**src/rtl/mult_issue_ctrl.sv**
```systemverilog
// Issue/sequencing controller for the multi-cycle booth multiplier in EX.
// Holds operands stable, freezes the pipeline while the product forms, then presents it for one cycle.
module mult_issue_ctrl #(
  parameter int unsigned MULT_LATENCY = 4,
  parameter logic [0:5]  OP_MULT      = 6'h0e,
  parameter logic [0:5]  OP_MULTU     = 6'h16
) (
  input  logic        clk,
  input  logic        rst,
  input  logic        issue_valid_i,
  input  logic [0:5]  alu_ctrl_i,
  input  logic [0:31] opa_i,
  input  logic [0:31] opb_i,
  input  logic [0:4]  dest_reg_i,
  input  logic        flush_i,
  input  logic [0:63] product_i,
  output logic [0:31] mult_a_o,
  output logic [0:31] mult_b_o,
  output logic        mult_sign_o,
  output logic        reg_lock_o,
  output logic        busy_o,
  output logic [0:31] result_o,
  output logic        result_valid_o,
  output logic [0:4]  result_reg_o
);

  localparam int unsigned CNT_W = (MULT_LATENCY > 1) ? $clog2(MULT_LATENCY) : 1;

  localparam logic [1:0] S_IDLE = 2'd0;
  localparam logic [1:0] S_RUN  = 2'd1;
  localparam logic [1:0] S_DONE = 2'd2;

  logic [1:0]       state_q, state_d;
  logic [CNT_W-1:0] cnt_q, cnt_d;
  logic [0:31]      mult_a_q, mult_a_d;
  logic [0:31]      mult_b_q, mult_b_d;
  logic             sign_q, sign_d;
  logic [0:4]       dest_q, dest_d;
  logic [0:31]      result_q, result_d;
  logic [0:4]       result_reg_q, result_reg_d;

  logic is_mult;
  logic issue_fire;
  logic unused_product_hi;

  assign is_mult    = issue_valid_i && ((alu_ctrl_i == OP_MULT) || (alu_ctrl_i == OP_MULTU));
  assign issue_fire = (state_q == S_IDLE) && is_mult && !flush_i;

  // Only the low word of the product is forwarded to the pipeline.
  assign unused_product_hi = ^product_i[0:31];

  always_comb begin
    state_d      = state_q;
    cnt_d        = cnt_q;
    mult_a_d     = mult_a_q;
    mult_b_d     = mult_b_q;
    sign_d       = sign_q;
    dest_d       = dest_q;
    result_d     = result_q;
    result_reg_d = result_reg_q;
    case (state_q)
      S_IDLE: begin
        if (issue_fire) begin
          mult_a_d = opa_i;
          mult_b_d = opb_i;
          sign_d   = (alu_ctrl_i == OP_MULT);
          dest_d   = dest_reg_i;
          cnt_d    = CNT_W'(MULT_LATENCY - 1);
          state_d  = S_RUN;
        end
      end
      S_RUN: begin
        // A flush abandons the product; result keeps its previous value.
        if (flush_i) begin
          state_d = S_IDLE;
        end else if (cnt_q != '0) begin
          cnt_d = cnt_q - CNT_W'(1);
        end else begin
          result_d     = product_i[32:63];
          result_reg_d = dest_q;
          state_d      = S_DONE;
        end
      end
      S_DONE: begin
        state_d = S_IDLE;
      end
      default: begin
        state_d = S_IDLE;
      end
    endcase
  end

  always_ff @(posedge clk or posedge rst) begin
    if (rst) begin
      state_q      <= S_IDLE;
      cnt_q        <= '0;
      mult_a_q     <= '0;
      mult_b_q     <= '0;
      sign_q       <= 1'b0;
      dest_q       <= '0;
      result_q     <= '0;
      result_reg_q <= '0;
    end else begin
      state_q      <= state_d;
      cnt_q        <= cnt_d;
      mult_a_q     <= mult_a_d;
      mult_b_q     <= mult_b_d;
      sign_q       <= sign_d;
      dest_q       <= dest_d;
      result_q     <= result_d;
      result_reg_q <= result_reg_d;
    end
  end

  // Lock releases in DONE so the pipeline advances on the edge that captures result.
  assign reg_lock_o     = issue_fire || ((state_q == S_RUN) && !flush_i);
  assign busy_o         = (state_q == S_RUN);
  assign result_valid_o = (state_q == S_DONE) && !flush_i;
  assign mult_a_o       = mult_a_q;
  assign mult_b_o       = mult_b_q;
  assign mult_sign_o    = sign_q;
  assign result_o       = result_q;
  assign result_reg_o   = result_reg_q;

endmodule

```
**config.mk**
```make
export PLATFORM = sky130hd
export DESIGN_NAME = mult_issue_ctrl
export DESIGN_NICKNAME = d
export VERILOG_FILES = /design/src/rtl/mult_issue_ctrl.sv
export SDC_FILE = /design/constraint.sdc
export NUM_CORES = 1
export LEC_CHECK = 0
export ABC_CLOCK_PERIOD_IN_PS = 6000
export CORE_UTILIZATION = 35
export DETAILED_ROUTE_END_ITERATION = 10
export DONT_BUFFER_PORTS = 1
export GPL_ROUTABILITY_DRIVEN = 0
export GPL_TIMING_DRIVEN = 0
export PLACE_DENSITY = 0.58
export SLEW_MARGIN = 20
export SYNTH_ARGS = -nofsm -noshare
export SYNTH_HDL_FRONTEND = slang
export SYNTH_SLANG_ARGS = --single-unit
```
**constraint.sdc**
```tcl
create_clock -name clk -period 6 [get_ports clk]
set_input_delay 1.2 -clock clk [delete_from_list [all_inputs] [get_ports clk]]
set_output_delay 1.2 -clock clk [all_outputs]
set_load 0.005 [all_outputs]
```
==> reports/qor_table.md <==
| Result | This run | Unit |
| --- | --- | --- |
| Post-route clock skew | 5.73 | ps |
| Core region area | 12,600 | sq um |
| Number of max-capacitance violations reported | 0 | - |
| Post-route cell area | 5090 | sq um |
| Setup TNS Final | 0 | ps |
| Count of endpoints failing setup in the final report | 0 | - |
| TritonCTS Buffers | 9 | - |
| Power density relative to cell area | 341 | nW/um^2 |
| Startpoint of the tightest hold check path | cnt_q[0] | - |
| Switching power summed over all nets | 386 | uW |
| Buffer cell driving the clock tree root | clkbuf_16 | - |
| Total wirelength of the detailed-routed design | 8280 | microns |
| Hold Worst Slack | 482 | ps |
| Routed Antenna Nets | 0 | - |
| Post-layout net count | 407 | - |
| Launch point of the worst reg-to-reg path | state_q[1] | - |
| Final number of hold-violating endpoints | 0 | - |
| Post-synth top area share | 0.613 | - |
| Non-filler cells in the finished layout | 439 | - |
| Dpl cells | 424 | - |
| Register bit count reported by yosys | 111 | - |
| Total congestion overflow after global routing | 0 | - |
| Number of buffer cells added on primary ports | 0 | - |
| Clock-pin slew reported for the worst setup and hold paths after clock tree synthesis | 60 | ps |
| Total routing usage reported by global routing | 0.123 | - |
| Gate Count Post-Synth | 251 | - |
| CTS Hold Buffers Added | 0 | - |
| Worst Path Arrival | 2210 | ps |
| Number of I/O pins | 248 | - |
| Cell taking the most area after synthesis | dfrtp_1 | - |
| Number of global-route vias before repair | 2,274 | - |
| Internal power | 1350 | uW |
| Initial DRC count | 87 | - |
| Final HPWL from detailed placement | 6000 | microns |
| FP Rows | 41 | - |
| Buffers inserted by post-CTS timing repair | 0 | - |
| Timing startpoint of the critical path | flush_i | - |
| Die outline height | 116 | microns |
| Final period demand of the worst path | 3410 | ps |
| Layout cells sized above 1 | 0.479 | - |
| Number of different library cells in the post-synthesis netlist | 23 | - |
| Tcrit/Tclk final | 0.568 | - |
| Rel. slew slack | 0.581 | - |
| Seq/Total Area, Yosys | 0.613 | - |
| VDD IR max | 0.238 | mV |
| Number of remaining DRC errors | 0 | - |
| Commonest cells after routing, fill and taps aside | 111 x dfrtp_1, 68 x mux2_4, 31 x mux2_2 | - |
| Latest clock arrival within the worst-skew pair | 340 | ps |
| Overall via count from detail_route | 2,116 | - |
| Vias per cell | 4.82 | - |
| Part of the total power dissipated in sequential elements | 0.541 | - |
| Number of levels the H-tree was split into | 3 | - |
| Cell area after placement | 4780 | sq um |
| Synthesis-to-layout area growth | 12.4 | % |
| Initial standard-cell utilization of the core | 0.359 | - |
| Status | finished, final reports clean | - |
| Fraction of power consumed by the clock network | 0.362 | - |
| CTS tree | done | - |
| Drt first pass iters | 2 | - |
| Cts repair resizes | 0 | - |
| Leak | 0.00262 | uW |
| Switching power share of the total | 0.222 | - |
| Initial antenna violation count | 0 | - |
| Class of the worst hold path | reg2reg | - |
| Worst path required time | 4800 | ps |
| Largest net degree at the start of global routing | 66 | - |
| Overall Power | 1730 | uW |
| Total inserted antenna cells | 0 | - |
| Synth Net Count | 395 | - |
| Clk buf depth | 2 | - |
| Synth Warn # | 0 | - |
| RSZ-0062 raised after global routing | no | - |
| Final max-slew violation count | 0 | - |
| Die Outline Area | 13,400 | sq um |
| Most frequent standard cell in the layout excluding fill and tap cells | dfrtp_1 | - |
| Wire per inst | 18.9 | microns |
| First-pass GRT wire length | 12,200 | microns |
| Combinational group share of total power | 0.097 | - |
| Synthesized area | 4530 | sq um |
| Dominant cells by area after synthesis | dfrtp_1 61%, mux2_4 23%, mux2_2 7.7% | - |
| Pin slew with the least headroom to its limit | 620 | ps |
| CP endpoint kind | output pin | - |
| Critical Path Fanout Max | 10 | - |
| Maximum clock frequency | 0.293 | GHz |
| CTS Sinks | 111 | - |
| Startpoint kind of the worst setup timing path | input port | - |
| X dimension of the die | 116 | microns |
| Synth Area per Inst | 18.1 | sq um |
| Setup Crit Path Kind | in2out | - |
==> final cells by class <==
cell class                 count  area [sq um]
sequential                   111          2780
multi-input combinational    124          1620
timing repair buffer           1          27.5
buffer                        11           111
tap                          172           215
clock buffer                  12           246
inverter                       5          23.8
clock inverter                 3          67.6
fill                        1196          7530
==> stage by stage <==
| stage | util | setup slack, ps |
|---|---|---|
| 3_3_place_gp | 0.376 | 733 |
| 4_1_cts | 0.404 | 2540 |
| 3_5_place_dp | 0.379 | 2550 |
| 5_1_grt | 0.404 | 2470 |
| 2_1_floorplan | - | 1870 |
| 6_report | 0.404 | 2590 |
==> final timing paths <==
path                           endpoint  slack, ps  cells past startpoint
min reg2reg                    cnt_q[0]        480                      1
max in group asynchronous   mult_b_o[4]       4630                      2
max                          reg_lock_o       2590                      4
max reg2reg                result_o[11]       4130                      5
min in group asynchronous  result_o[24]        730                      1
min                            cnt_q[0]        480                      1
==> cell usage after synthesis <==
| cell type | number |
|---|---|
| nor4b_4 | 1 |
| nand3b_1 | 1 |
| and4bb_1 | 1 |
| ha_1 | 1 |
| o31ai_1 | 1 |
| nor4b_1 | 1 |
| mux2_1 | 7 |
| nand2b_1 | 1 |
| inv_1 | 5 |
| mux2_4 | 68 |
| nor3b_2 | 1 |
| o21ai_0 | 1 |
| a2bb2oi_1 | 1 |
| a31oi_1 | 2 |
| mux2_2 | 31 |
| nor3b_1 | 1 |
| dfrtp_1 | 111 |
| a311oi_1 | 2 |
| buf_6 | 9 |
| buf_2 | 2 |
| nand3_4 | 1 |
| xor2_1 | 1 |
| a21oi_1 | 1 |
==> critical path, stage by stage <==
cell,delay [ps]
nor4b_4,360
nand3_4,280
buf_6,240
o21ai_0,120
==> flip-flops by register name, summed over array words and instances (netlist names) <==
| signal | flops |
|---|---|
| result_o | 32 |
| dest_q | 5 |
| mult_a_o | 32 |
| mult_b_o | 32 |
| cnt_q | 2 |
| result_reg_o | 5 |
| state_q | 2 |
| mult_sign_o | 1 |
==> logic make-up after synthesis <==
logic type / Yosys count / share of synthesized area
flip-flops: 111 / 0.613
multiplexers: 106 / 0.320
buffers and inverters: 16 / 0.0287
AO/OA/AOI/OAI: 8 / 0.0124
AND/OR/NAND/NOR: 8 / 0.0213
XOR/XNOR: 1 / 0.00193
adder cells (fa/ha/maj): 1 / 0.00276
==> power groups by stage <==
stage          logic, uW  clock network, uW  registers [uW]
5_1_grt              186                682             951
3_5_place_dp         173                  0             951
3_3_place_gp         163                  0             951
4_1_cts              173                649             939
6_report             169                628             937
2_1_floorplan        152                  0             925
==> metal layers <==
layer	track usage	up-vias	wire, microns
li1	-	906	-
met2	0.192	124	4070
met5	0	-	0
met1	0.142	1076	3210
met4	0.0590	0	147
met3	0.0601	10	849
Note: power is estimated with default switching activity, not from simulation.
